File: src/rtl/exec_pkg.sv
// Shared definitions for the execute stage: op codes, flag bit positions,
// output-queue entry layout and the masked flag-merge helper.
package exec_pkg;

  localparam logic [3:0] OP_ADD    = 4'd0;
  localparam logic [3:0] OP_SUB    = 4'd1;
  localparam logic [3:0] OP_AND    = 4'd2;
  localparam logic [3:0] OP_OR     = 4'd3;
  localparam logic [3:0] OP_XOR    = 4'd4;
  localparam logic [3:0] OP_PASS_B = 4'd5;
  localparam logic [3:0] OP_SHL    = 4'd6;
  localparam logic [3:0] OP_SHR    = 4'd7;
  localparam logic [3:0] OP_MUL    = 4'd8;

  localparam int unsigned FLAG_CF = 0;
  localparam int unsigned FLAG_ZF = 1;
  localparam int unsigned FLAG_SF = 2;
  localparam int unsigned FLAG_OF = 3;
  localparam int unsigned FLAG_DF = 4;
  localparam int unsigned FLAGS_W = 5;

  // Queue entry packs {illegal, flags, result_hi, result, tag}, MSB first
  function automatic int unsigned entry_width(input int unsigned data_w,
                                              input int unsigned tag_w);
    return 1 + FLAGS_W + 2 * data_w + tag_w;
  endfunction

  function automatic logic [FLAGS_W-1:0] merge_flags(
      input logic [FLAGS_W-1:0] old_flags,
      input logic [3:0]         mask,
      input logic [3:0]         new_flags,
      input logic               wr_en,
      input logic               set_d,
      input logic               clr_d);
    logic [FLAGS_W-1:0] f;
    f = old_flags;
    if (wr_en) begin
      for (int i = 0; i < 4; i++) begin
        if (mask[i]) f[i] = new_flags[i];
      end
    end
    if (set_d)      f[FLAG_DF] = 1'b1;
    else if (clr_d) f[FLAG_DF] = 1'b0;
    return f;
  endfunction

endpackage

File: src/rtl/exec_stage_q_if.sv
// Issue-side and writeback-side handshake bundle of the execute stage.
interface exec_stage_q_if #(
  parameter int unsigned DATA_W = 32,
  parameter int unsigned TAG_W  = 48
);
  logic              e_valid;
  logic              e_ready;
  logic [3:0]        e_op;
  logic [DATA_W-1:0] e_op_a;
  logic [DATA_W-1:0] e_op_b;
  logic [TAG_W-1:0]  e_tag;
  logic [3:0]        e_flag_mask;
  logic              e_set_d_flag;
  logic              e_clear_d_flag;
  logic              wb_valid;
  logic              wb_ready;
  logic [DATA_W-1:0] wb_result;
  logic [DATA_W-1:0] wb_result_hi;
  logic [TAG_W-1:0]  wb_tag;
  logic [4:0]        wb_flags;
  logic              wb_illegal;

  modport master (
    output e_valid, e_op, e_op_a, e_op_b, e_tag, e_flag_mask,
           e_set_d_flag, e_clear_d_flag, wb_ready,
    input  e_ready, wb_valid, wb_result, wb_result_hi, wb_tag, wb_flags, wb_illegal
  );

  modport slave (
    input  e_valid, e_op, e_op_a, e_op_b, e_tag, e_flag_mask,
           e_set_d_flag, e_clear_d_flag, wb_ready,
    output e_ready, wb_valid, wb_result, wb_result_hi, wb_tag, wb_flags, wb_illegal
  );
endinterface

File: src/rtl/exec_out_fifo.sv
// In-order synchronous FIFO with occupancy count and synchronous clear.
// Read data is forced to zero while empty.
module exec_out_fifo #(
  parameter int unsigned WIDTH = 8,
  parameter int unsigned DEPTH = 4
) (
  input  logic                         clk,
  input  logic                         reset,
  input  logic                         i_clear,
  input  logic                         i_push,
  input  logic [WIDTH-1:0]             i_wdata,
  input  logic                         i_pop,
  output logic [WIDTH-1:0]             o_rdata,
  output logic [$clog2(DEPTH+1)-1:0]   o_count
);
  localparam int unsigned PTR_W = $clog2(DEPTH);
  localparam int unsigned CNT_W = $clog2(DEPTH + 1);

  logic [WIDTH-1:0] r_mem [DEPTH];
  logic [PTR_W-1:0] r_wr_ptr;
  logic [PTR_W-1:0] r_rd_ptr;
  logic [CNT_W-1:0] r_count;
  logic             w_do_push;
  logic             w_do_pop;

  assign w_do_pop  = i_pop && (r_count != '0);
  assign w_do_push = i_push && (r_count != CNT_W'(DEPTH));
  assign o_rdata   = (r_count != '0) ? r_mem[r_rd_ptr] : '0;
  assign o_count   = r_count;

  always_ff @(posedge clk) begin
    if (w_do_push) r_mem[r_wr_ptr] <= i_wdata;
  end

  always_ff @(posedge clk) begin
    if (reset || i_clear) begin
      r_wr_ptr <= '0;
      r_rd_ptr <= '0;
      r_count  <= '0;
    end else begin
      if (w_do_push)
        r_wr_ptr <= (r_wr_ptr == PTR_W'(DEPTH - 1)) ? '0 : r_wr_ptr + 1'b1;
      if (w_do_pop)
        r_rd_ptr <= (r_rd_ptr == PTR_W'(DEPTH - 1)) ? '0 : r_rd_ptr + 1'b1;
      case ({w_do_push, w_do_pop})
        2'b10:   r_count <= r_count + 1'b1;
        2'b01:   r_count <= r_count - 1'b1;
        default: r_count <= r_count;
      endcase
    end
  end
endmodule

File: src/rtl/exec_stage_q.sv
// Execute stage: single-cycle ALU, optional iterative multiplier (EXEC_MUL_EN),
// architectural flags register and an in-order output queue ahead of writeback.
module exec_stage_q
  import exec_pkg::*;
#(
  parameter int unsigned DATA_W    = 32,
  parameter int unsigned TAG_W     = 48,
  parameter int unsigned OUT_DEPTH = 4
) (
  input  logic                clk,
  input  logic                reset,
  input  logic                flush,
  exec_stage_q_if.slave       bus,
  output logic [FLAGS_W-1:0]  eflags_out
);
  localparam int unsigned SH_W    = $clog2(DATA_W);
  localparam int unsigned CNT_W   = $clog2(OUT_DEPTH + 1);
  localparam int unsigned ENTRY_W = entry_width(DATA_W, TAG_W);
  localparam int unsigned MSB     = DATA_W - 1;

  logic [FLAGS_W-1:0] r_flags;
  logic               w_idle;
  logic               w_accept;
  logic [CNT_W-1:0]   w_count;
  logic [ENTRY_W-1:0] w_rdata;

  logic [DATA_W:0]    w_add, w_sub, w_shl, w_shr;
  logic [SH_W-1:0]    w_sh;
  logic [DATA_W-1:0]  w_res;
  logic               w_cf, w_of, w_wr, w_ill, w_is_mul;

  logic [DATA_W-1:0]  w_c_res, w_c_hi;
  logic [TAG_W-1:0]   w_c_tag;
  logic [3:0]         w_c_mask, w_newf;
  logic               w_c_cf, w_c_of, w_c_wr, w_c_ill, w_c_setd, w_c_clrd, w_push;
  logic [FLAGS_W-1:0] w_c_flags;

  assign bus.e_ready = !reset && w_idle && (w_count < CNT_W'(OUT_DEPTH));
  assign w_accept    = bus.e_valid && bus.e_ready && !flush;
  assign w_sh        = bus.e_op_b[SH_W-1:0];

  // Single-cycle ALU; shifts carry the last bit out through an extra position
  always_comb begin
    w_add    = {1'b0, bus.e_op_a} + {1'b0, bus.e_op_b};
    w_sub    = {1'b0, bus.e_op_a} - {1'b0, bus.e_op_b};
    w_shl    = {1'b0, bus.e_op_a} << w_sh;
    w_shr    = {bus.e_op_a, 1'b0} >> w_sh;
    w_res    = '0;
    w_cf     = 1'b0;
    w_of     = 1'b0;
    w_wr     = 1'b0;
    w_ill    = 1'b0;
    w_is_mul = 1'b0;
    case (bus.e_op)
      OP_ADD: begin
        w_res = w_add[DATA_W-1:0];
        w_cf  = w_add[DATA_W];
        w_of  = (bus.e_op_a[MSB] == bus.e_op_b[MSB]) && (w_res[MSB] != bus.e_op_a[MSB]);
        w_wr  = 1'b1;
      end
      OP_SUB: begin
        w_res = w_sub[DATA_W-1:0];
        w_cf  = w_sub[DATA_W];
        w_of  = (bus.e_op_a[MSB] != bus.e_op_b[MSB]) && (w_res[MSB] != bus.e_op_a[MSB]);
        w_wr  = 1'b1;
      end
      OP_AND:    begin w_res = bus.e_op_a & bus.e_op_b; w_wr = 1'b1; end
      OP_OR:     begin w_res = bus.e_op_a | bus.e_op_b; w_wr = 1'b1; end
      OP_XOR:    begin w_res = bus.e_op_a ^ bus.e_op_b; w_wr = 1'b1; end
      OP_PASS_B: w_res = bus.e_op_b;
      OP_SHL: begin
        w_res = w_shl[DATA_W-1:0];
        w_cf  = w_shl[DATA_W];
        w_wr  = (w_sh != '0);
      end
      OP_SHR: begin
        w_res = w_shr[DATA_W:1];
        w_cf  = w_shr[0];
        w_wr  = (w_sh != '0);
      end
`ifdef EXEC_MUL_EN
      OP_MUL:    w_is_mul = 1'b1;
`endif
      default:   w_ill = 1'b1;
    endcase
  end

`ifdef EXEC_MUL_EN
  typedef enum logic [0:0] { S_IDLE, S_BUSY } state_t;

  state_t              r_state;
  logic [2*DATA_W-1:0] r_prod;
  logic [DATA_W-1:0]   r_mcand;
  logic [SH_W-1:0]     r_step;
  logic [TAG_W-1:0]    r_tag;
  logic [3:0]          r_mask;
  logic                r_setd, r_clrd;
  logic [DATA_W:0]     w_sum;
  logic [2*DATA_W-1:0] w_prod_nx;
  logic                w_mul_last;

  assign w_idle     = (r_state == S_IDLE);
  assign w_sum      = {1'b0, r_prod[2*DATA_W-1:DATA_W]} + (r_prod[0] ? {1'b0, r_mcand} : '0);
  assign w_prod_nx  = {w_sum, r_prod[DATA_W-1:1]};
  assign w_mul_last = (r_state == S_BUSY) && (r_step == SH_W'(DATA_W - 1));

  // Shift-add multiplier: multiplier sits in the low half and shifts out LSB first
  always_ff @(posedge clk) begin
    if (reset || flush) begin
      r_state <= S_IDLE;
      r_prod  <= '0;
      r_mcand <= '0;
      r_step  <= '0;
      r_tag   <= '0;
      r_mask  <= '0;
      r_setd  <= 1'b0;
      r_clrd  <= 1'b0;
    end else begin
      case (r_state)
        S_IDLE: if (w_accept && w_is_mul) begin
          r_state <= S_BUSY;
          r_prod  <= {{DATA_W{1'b0}}, bus.e_op_b};
          r_mcand <= bus.e_op_a;
          r_step  <= '0;
          r_tag   <= bus.e_tag;
          r_mask  <= bus.e_flag_mask;
          r_setd  <= bus.e_set_d_flag;
          r_clrd  <= bus.e_clear_d_flag;
        end
        S_BUSY: begin
          r_prod <= w_prod_nx;
          r_step <= r_step + 1'b1;
          if (w_mul_last) r_state <= S_IDLE;
        end
        default: r_state <= S_IDLE;
      endcase
    end
  end
`else
  assign w_idle = 1'b1;
`endif

  // Commit source: the presented single-cycle op, or the finishing multiply
  always_comb begin
    w_c_res  = w_res;
    w_c_hi   = '0;
    w_c_cf   = w_cf;
    w_c_of   = w_of;
    w_c_wr   = w_wr;
    w_c_ill  = w_ill;
    w_c_tag  = bus.e_tag;
    w_c_mask = bus.e_flag_mask;
    w_c_setd = bus.e_set_d_flag;
    w_c_clrd = bus.e_clear_d_flag;
    w_push   = w_accept && !w_is_mul;
`ifdef EXEC_MUL_EN
    if (w_mul_last) begin
      w_c_res  = w_prod_nx[DATA_W-1:0];
      w_c_hi   = w_prod_nx[2*DATA_W-1:DATA_W];
      w_c_cf   = (w_c_hi != '0);
      w_c_of   = (w_c_hi != '0);
      w_c_wr   = 1'b1;
      w_c_ill  = 1'b0;
      w_c_tag  = r_tag;
      w_c_mask = r_mask;
      w_c_setd = r_setd;
      w_c_clrd = r_clrd;
      w_push   = !flush;
    end
`endif
    w_newf          = '0;
    w_newf[FLAG_CF] = w_c_cf;
    w_newf[FLAG_ZF] = (w_c_res == '0);
    w_newf[FLAG_SF] = w_c_res[MSB];
    w_newf[FLAG_OF] = w_c_of;
    w_c_flags = w_c_ill ? r_flags
                        : merge_flags(r_flags, w_c_mask, w_newf, w_c_wr, w_c_setd, w_c_clrd);
  end

  always_ff @(posedge clk) begin
    if (reset)       r_flags <= '0;
    else if (w_push) r_flags <= w_c_flags;
  end

  assign eflags_out = r_flags;

  exec_out_fifo #(
    .WIDTH (ENTRY_W),
    .DEPTH (OUT_DEPTH)
  ) u_out_fifo (
    .clk     (clk),
    .reset   (reset),
    .i_clear (flush),
    .i_push  (w_push),
    .i_wdata ({w_c_ill, w_c_flags, w_c_hi, w_c_res, w_c_tag}),
    .i_pop   (bus.wb_valid && bus.wb_ready),
    .o_rdata (w_rdata),
    .o_count (w_count)
  );

  assign bus.wb_valid     = (w_count != '0);
  assign bus.wb_tag       = w_rdata[TAG_W-1:0];
  assign bus.wb_result    = w_rdata[TAG_W +: DATA_W];
  assign bus.wb_result_hi = w_rdata[TAG_W+DATA_W +: DATA_W];
  assign bus.wb_flags     = w_rdata[TAG_W+2*DATA_W +: FLAGS_W];
  assign bus.wb_illegal   = w_rdata[ENTRY_W-1];
endmodule

File: src/flat_wrapper.sv
// flat-port wrapper written by rule: the top's interface ports become plain ports
module exec_stage_q_flat import exec_pkg::*;
#(
  parameter int unsigned DATA_W    = 32,
  parameter int unsigned TAG_W     = 48,
  parameter int unsigned OUT_DEPTH = 4
)
  (clk, reset, flush, eflags_out, bus_e_valid, bus_e_op, bus_e_op_a, bus_e_op_b, bus_e_tag, bus_e_flag_mask, bus_e_set_d_flag, bus_e_clear_d_flag, bus_wb_ready, bus_e_ready, bus_wb_valid, bus_wb_result, bus_wb_result_hi, bus_wb_tag, bus_wb_flags, bus_wb_illegal);
  exec_stage_q_if #(.DATA_W(DATA_W), .TAG_W(TAG_W)) bus_i ();
  input  logic clk;
  input  logic reset;
  input  logic flush;
  output logic [FLAGS_W-1:0] eflags_out;
  input wire logic [$bits(bus_i.e_valid)-1:0] bus_e_valid;
  input wire logic [$bits(bus_i.e_op)-1:0] bus_e_op;
  input wire logic [$bits(bus_i.e_op_a)-1:0] bus_e_op_a;
  input wire logic [$bits(bus_i.e_op_b)-1:0] bus_e_op_b;
  input wire logic [$bits(bus_i.e_tag)-1:0] bus_e_tag;
  input wire logic [$bits(bus_i.e_flag_mask)-1:0] bus_e_flag_mask;
  input wire logic [$bits(bus_i.e_set_d_flag)-1:0] bus_e_set_d_flag;
  input wire logic [$bits(bus_i.e_clear_d_flag)-1:0] bus_e_clear_d_flag;
  input wire logic [$bits(bus_i.wb_ready)-1:0] bus_wb_ready;
  output wire logic [$bits(bus_i.e_ready)-1:0] bus_e_ready;
  output wire logic [$bits(bus_i.wb_valid)-1:0] bus_wb_valid;
  output wire logic [$bits(bus_i.wb_result)-1:0] bus_wb_result;
  output wire logic [$bits(bus_i.wb_result_hi)-1:0] bus_wb_result_hi;
  output wire logic [$bits(bus_i.wb_tag)-1:0] bus_wb_tag;
  output wire logic [$bits(bus_i.wb_flags)-1:0] bus_wb_flags;
  output wire logic [$bits(bus_i.wb_illegal)-1:0] bus_wb_illegal;
  assign bus_i.e_valid = bus_e_valid;
  assign bus_i.e_op = bus_e_op;
  assign bus_i.e_op_a = bus_e_op_a;
  assign bus_i.e_op_b = bus_e_op_b;
  assign bus_i.e_tag = bus_e_tag;
  assign bus_i.e_flag_mask = bus_e_flag_mask;
  assign bus_i.e_set_d_flag = bus_e_set_d_flag;
  assign bus_i.e_clear_d_flag = bus_e_clear_d_flag;
  assign bus_i.wb_ready = bus_wb_ready;
  assign bus_e_ready = bus_i.e_ready;
  assign bus_wb_valid = bus_i.wb_valid;
  assign bus_wb_result = bus_i.wb_result;
  assign bus_wb_result_hi = bus_i.wb_result_hi;
  assign bus_wb_tag = bus_i.wb_tag;
  assign bus_wb_flags = bus_i.wb_flags;
  assign bus_wb_illegal = bus_i.wb_illegal;
  exec_stage_q #(.DATA_W(DATA_W), .TAG_W(TAG_W), .OUT_DEPTH(OUT_DEPTH)) u_core (.clk(clk), .reset(reset), .flush(flush), .bus(bus_i), .eflags_out(eflags_out));
endmodule
File: config.mk
export PLATFORM = sky130hd
export DESIGN_NAME = exec_stage_q_flat
export DESIGN_NICKNAME = d
export VERILOG_FILES = /design/src/rtl/exec_pkg.sv /design/src/rtl/exec_stage_q_if.sv /design/src/rtl/exec_out_fifo.sv /design/src/rtl/exec_stage_q.sv /design/src/flat_wrapper.sv
export SDC_FILE = /design/constraint.sdc
export NUM_CORES = 1
export LEC_CHECK = 0
export ABC_AREA = 0
export BUFFER_PORTS_ARGS = -buffer_cell sky130_fd_sc_hd__buf_2
export CORE_MARGIN = 3
export CORE_UTILIZATION = 52
export CTS_CLUSTER_SIZE = 14
export DETAILED_ROUTE_END_ITERATION = 7
export PLACE_DENSITY = 0.72
export SYNTH_ARGS = -nofsm -noshare
export SYNTH_HDL_FRONTEND = slang
export SYNTH_SLANG_ARGS = --single-unit
File: constraint.sdc
create_clock -name clk -period 7.5 [get_ports clk]
set_clock_uncertainty 0.1 [all_clocks]
set_input_delay 1.125 -clock clk [delete_from_list [all_inputs] [get_ports clk]]
set_output_delay 1.125 -clock clk [all_outputs]
set_load 0.02 [all_outputs]
# [After elaboration in Yosys (flattened, before gate mapping)]
# Memories as Yosys holds them, arrays and structs flattened. A register that Yosys moved wholly into a read port is not among the register bits.
# Index checks and enable logic that the tools add are counted.
[totals] in_bits=127 elab_cells=73 reg_bits=12 mem_count=1 ram_bits=344
[mem_list] name="u_core.u_out_fifo.r_mem" words=4 width=86 read_ports=1 rd_ports_with_merged_regs=1 write_ports=1 line_no="exec_out_fifo.sv:19" source="logic [WIDTH-1:0] r_mem [DEPTH];"
[op_classes] bitwise_logic=3 eq_ne=16 reduce_logical=19 shifts=2 magnitude_cmp=1 add_sub_neg=6 n_mux=21
[op_table] operator="$pmux W32 S8" count=1
[op_table] operator="$mux W118" count=1
[op_table] operator="$add A32 B32 Y33" count=1
[op_table] operator="$shl A32 B5 Y33" count=1
[op_table] operator="$shr A33 B5 Y33" count=1
[op_table] operator="$sub A32 B32 Y33" count=1
[op_table] operator="$and A32 B32 Y32" count=1
[op_table] operator="$logic_not A32 Y1" count=1
[op_table] operator="$or A32 B32 Y32" count=1
[op_table] operator="$xor A32 B32 Y32" count=1
[op_table] operator="$eq A4 B3 Y1 const B" count=4
[op_table] operator="$mux W1" count=9
[op_table] operator="$eq A4 B2 Y1 const B" count=2
[op_table] operator="$logic_and A1 B1 Y1" count=8
[op_table] operator="$mux W2" count=4
[op_table] operator="$reduce_or A8 Y1" count=1
[op_table] operator="$eq A2 B2 Y1 const B" count=3
[op_table] operator="$pmux W3 S2" count=1
[op_table] operator="$mux W5" count=1
[op_table] operator="$reduce_bool A5 Y1" count=1
[op_table] operator="$reduce_or A5 Y1" count=1
[op_table] operator="$add A2 B1 Y2 const B" count=2
[op_table] operator="$eq A4 B1 Y1 const B" count=1
[op_table] operator="$logic_not A4 Y1" count=1
[op_table] operator="other kinds (15)" count=19

# [Logic depth before layout (Yosys ltp)]
[depth] word_depth=7 depth_mapped=18

# [Hierarchy]
# Synthesis repeated with hierarchy kept, for this count alone.
[unflattened] hier_cells=2280 hier_area_um2=28377.2
[modules_own_cells] module="exec_out_fifo" cells_per_inst=800 area_per_inst_um2=18292.5 seq_area_each_um2=14353.8 instances=1
[modules_own_cells] module="exec_stage_q" cells_per_inst=1480 area_per_inst_um2=10084.7 seq_area_each_um2=100.1 instances=1

# [Worst setup path after synthesis]
# OpenSTA, ideal clock, no wires.
[synth_timing] path_kind="input to register" from="in bus_e_op_b[2]" to="mem u_core.u_out_fifo.r_mem[0][81] (netlist name) (data pin)" setup_slack_ps=1797 path_stages=17 arrival_ps=5409 required_ps=7206 setup_ps=194 cell_sequence="buf_4 -> inv_2 -> buf_2 -> buf_1 -> buf_1 -> ha_1 -> clkbuf_1 -> or4_1 -> a21oi_1 -> nor2_1 -> xnor2_1 -> a221o_1 -> or4_1 -> or4b_1 -> nor4_2 -> nand3_1 -> o31ai_2"
[synth_via] elab_chain_len=6
[synth_rtl] element="start, declared" line_no="flat_wrapper.sv:17" source="input wire logic [$bits(bus_i.e_op_b)-1:0] bus_e_op_b;"
[synth_rtl] element="$sub A32 B32 Y33, or another cell as far along" line_no="exec_stage_q.sv:45" source="w_sub = {1'b0, bus.e_op_a} - {1'b0, bus.e_op_b};"
[synth_rtl] element="$pmux W32 S8 *" line_no="exec_stage_q.sv:54" source="case (bus.e_op)"
[synth_rtl] element="net u_core.u_out_fifo.i_wdata[59]" line_no="exec_out_fifo.sv:11" source="input logic [WIDTH-1:0] i_wdata,"
[synth_rtl] element="$logic_not A32 Y1 *" line_no="exec_stage_q.sv:173" source="w_newf[FLAG_ZF] = (w_c_res == '0);"
[synth_rtl] element="$mux W1 *" line_no="exec_pkg.sv:39" source="if (mask[i]) f[i] = new_flags[i];"
[synth_rtl] element="$mux W4 *" line_no="exec_pkg.sv:37" source="if (wr_en) begin"
[synth_rtl] element="$mux W5 *" line_no="exec_stage_q.sv:176" source="w_c_flags = w_c_ill ? r_flags"
[synth_rtl] element="net u_core.u_out_fifo.i_wdata[113]" line_no="exec_out_fifo.sv:11"
[synth_rtl] element="end, declared" line_no="exec_out_fifo.sv:19"
# Mark *: on every way through the listed nets, which the timed path passes. The rest lies on a longest branch.

# [Final worst setup path]
[layout_timing] from="in bus_e_op_b[3]" to="mem u_core.u_out_fifo.r_mem[2][81] (netlist name) (data pin)"
[layout_via] elab_chain_len=6
[layout_rtl] element="$sub A32 B32 Y33, or another cell as far along" line_no="exec_stage_q.sv:45"
[layout_rtl] element="$pmux W32 S8" line_no="exec_stage_q.sv:54"
[layout_rtl] element="$logic_not A32 Y1" line_no="exec_stage_q.sv:173"
[layout_rtl] element="$mux W1" line_no="exec_pkg.sv:39"
[layout_rtl] element="$mux W4 *" line_no="exec_pkg.sv:37"
[layout_rtl] element="$mux W5 *" line_no="exec_stage_q.sv:176"
[layout_rtl] element="net u_core.u_out_fifo.i_wdata[113]" line_no="exec_out_fifo.sv:11"
# Marked as above.

==> flow_summary.yaml <==
floorplanning:
  initial_core_util_pct: 53.3
  std_cell_rows: 78
  dieHeight_um: 223
  core_um2: 45900
  die_area_um2: 49600
  pin_count: 252
  die_x_um: 223
critical_path:
  path_buf_inv: 2
  timing.rr.start: "u_core.u_out_fifo.o_count[2]$_SDFFE_PP0P_"
  cp_top_family: "compound AO/OA/AOI/OAI gates"
  startpoint_type: "primary input"
  cp_max_fo: 35
  crit_type: "in -> reg"
  cpPeakStageDelay_ps: 710
  reg2reg_slack_ps: 4440
  critical-path-slowest-cell: "a311oi_1"
  r2r_cells: 4
  crit_path_cell_trace: "buf_2 -> inv_2 -> ha_1 -> or4_1 -> a21oi_1 -> o21ai_0 -> a311oi_1 -> nor3_1 -> a2111oi_0 -> o2111ai_1 -> nor4_1 -> nand3_1 -> o31ai_2"
  r2r-end: "u_core.u_out_fifo.r_mem[2][33]$_DFFE_PP_"
  endpoint_kind: "register"
  cp.arrival_ps: 6140
  cp.required_ps: 7740
timing:
  layout_setup_ws_ps: 1600
  setup_viol: 0
  rsz0062_at_grt: "false"
  worst_slew_pin_slew_ps: 1280
  relSlewSlack_pct: 14.5
  fin_crit_sh_pct: 78.7
  finalSetupTns_ps: 0
  final_max_slew_viol_count: 0
  min_period_ps: 5900
  hold_viol_final: 0
  fmax_mhz: 169
  hold_ws_ps: 377
clock_network:
  clock_latency_ps: 540
  cts_sinks: 358
  htree_levels: 1
  clk_path_buf_depth: 3
  holdBufCountCts: 0
  cts_resized: 0
  cts_buffers: 30
  clkTransAtPathRegs_ps: 60
  post_cts_buffers: 0
  cts_root_buf: "clkbuf_16"
  tritoncts: "yes"
placed_design:
  preCtsSetupSlack_ps: 1210
  place_inst: 2867
  finalWeightedCongestion: 1.05
  portBuffers: 219
  dp.final_hpwl_um: 66900
yosys:
  yosysWarnings: 0
  synthArstFlopShare_pct: 0
  synthFlopType: "edfxtp_1"
  synth_seq_cells: 358
  syn_inst: 2171
  syn_area_per_cell_um2: 11.3
  yosysUniqueCellTypes: 92
  synth_edf_count: 344
  syn_area_um2: 24400
  yosysSeqAreaShare_pct: 43.4
route:
  wl_per_cell_um: 30.9
  totalWireLength_um: 90200
  drcViolationCount: 0
  first_iter_violations: 2414
  vias: 20000
  drtAntennaViolNets: 0
  drtPass1Iterations: 6
  viasPerCell: 6.87
global_routing:
  grt_pass1_wl_um: 131000
  grt_pass1_vias: 19200
  grt_overflow: 0
  grt_max_degree: 74
  antenna_found_initial: 4
  grtUsageTotal_pct: 35.3
worst_hold_path:
  hold_depth: 2
  hold_class: "reg -> reg"
  min_from: "u_core.u_out_fifo.r_rd_ptr[1]$_SDFFE_PP0P_"
finish:
  nFillCells: 3807
  drive_above_1_share_pct: 21.7
  fin_nets: 2538
  fin_cells: 2916
  area_delta_synth_final_pct: 9.42
outcome:
  status: "complete, no violations"
pwr:
  powerDensity_nw_per_um2: 177
  cellLeakagePower_nw: 9.97
  irDropWorstVdd_v: 0.000211
job:
  cap_viol_max_count: 0
==> flip-flops by register name (all words and copies together) (netlist names), named ones only <==
name / flops
u_core.u_out_fifo.r_rd_ptr: 2
u_core.u_out_fifo.o_count: 3
u_core.eflags_out: 5
u_core.u_out_fifo.r_mem: 344
u_core.u_out_fifo.r_wr_ptr: 2
==> layer usage <==
metal | vias up | GRT usage (%) | share of wire, %
met4 | 2 | 18.0 | 6.2
li1 | 8554 | - | -
met3 | 259 | 4.15 | 8.4
met5 | - | 0 | 0.012
met1 | 9964 | 48.5 | 39
met2 | 1263 | 55.7 | 46
==> area by class of cell <==
| cell class | count | area [um2] | area share, % |
|---|---|---|---|
| Antenna cell | 1 | 2.50 | 0.00936 |
| Clock inverter | 3 | 43.8 | 0.164 |
| Inverter | 102 | 383 | 1.43 |
| Tap cell | 600 | 751 | 2.81 |
| Clock buffer | 45 | 848 | 3.17 |
| Multi-Input combinational cell | 1547 | 12700 | 47.4 |
| Timing Repair Buffer | 260 | 1420 | 5.31 |
| Sequential cell | 358 | 10600 | 39.7 |
==> Yosys cell counts, drive strengths merged (11+ instances only) <==
master | instances | share of area (%)
or3 | 11 | 0.28
o211ai | 25 | 0.77
ha | 109 | 5.6
a21oi | 108 | 2.2
mux2 | 40 | 1.9
a211o | 11 | 0.39
nor3 | 43 | 0.88
a31oi | 22 | 0.56
a2111oi | 11 | 0.39
a221oi | 14 | 0.53
nor2b | 29 | 0.74
clkbuf | 117 | 1.8
nor4 | 23 | 0.61
nand3 | 30 | 0.61
a211oi | 26 | 0.80
and2 | 107 | 2.7
nand2 | 139 | 2.1
inv | 101 | 1.6
and3 | 12 | 0.31
xor2 | 11 | 0.39
o2111ai | 12 | 0.43
o21a | 12 | 0.37
o31ai | 15 | 0.48
o21ai | 97 | 2.0
nand4 | 18 | 0.46
a21o | 16 | 0.49
buf | 78 | 2.0
o22ai | 34 | 0.87
mux2i | 72 | 2.9
dfxtp | 14 | 1.1
nand2b | 17 | 0.44
edfxtp | 344 | 42
mux4 | 135 | 12
nor2 | 146 | 2.2
==> placed cells by master (no fill, tap or decap), types with 30 or more instances in the layout <==
cell	instances
o21ai_0	83
buf_2	218
mux4_2	135
clkbuf_16	31
conb_1	32
nand3_1	30
edfxtp_1	344
a21oi_1	108
o22ai_1	34
nand2_1	139
inv_1	95
and2_1	102
mux2i_1	72
nor2_1	145
buf_4	41
ha_1	109
nor3_1	43
==> worst max-delay path by stage <==
stage	startpoint	endpoint	slack [ps]	depth (start not counted)
floorplan	bus_e_op_b[2]	u_core.u_out_fifo.r_mem[0][81]$_DFFE_PP_	1800	17
global placement	bus_e_op_b[3]	u_core.u_out_fifo.r_mem[0][81]$_DFFE_PP_	1250	13
detailed placement	bus_e_op_b[3]	u_core.u_out_fifo.r_mem[2][81]$_DFFE_PP_	1210	13
CTS	bus_e_op_b[3]	u_core.u_out_fifo.r_mem[0][81]$_DFFE_PP_	1790	13
global route	bus_e_op_b[3]	u_core.u_out_fifo.r_mem[2][81]$_DFFE_PP_	1350	13
finish	bus_e_op_b[3]	u_core.u_out_fifo.r_mem[2][81]$_DFFE_PP_	1600	13
==> kinds of logic after synthesis <==
family	after synthesis	synth area share (%)
AO/OA/AOI/OAI	517	14.5
adder cells (fa/ha/maj)	112	5.83
buffers and inverters	297	5.36
AND/OR/NAND/NOR	619	12.9
other	1	0.0153
flip-flops	358	43.4
XOR/XNOR	20	0.717
multiplexers	247	17.3
==> report_power, final <==
| part | leakage, nW | switching, W | total (W) | internal [W] |
|---|---|---|---|---|
| registers | 3.24 | 0.00000730 | 0.00224 | 0.00223 |
| clock network | 0.433 | 0.000625 | 0.00143 | 0.000806 |
| logic | 6.29 | 0.000720 | 0.00106 | 0.000337 |
==> tightest hold or removal path: stages, from the launching register on <==
cell	delay (ps)
dfxtp_1	310
nand2_1	50
a21oi_1	60
==> metrics by stage <==
step	cell area (um2)	power [W]	util (%)
after detailed placement	25800	0.00330	56.3
after CTS	26700	0.00472	58.3
after global placement	25800	0.00329	56.3
after global routing	26700	0.00489	58.3
after floorplan	24600	0.00293	-
final	26700	0.00473	58.3
(Power assumes the default switching activity.)
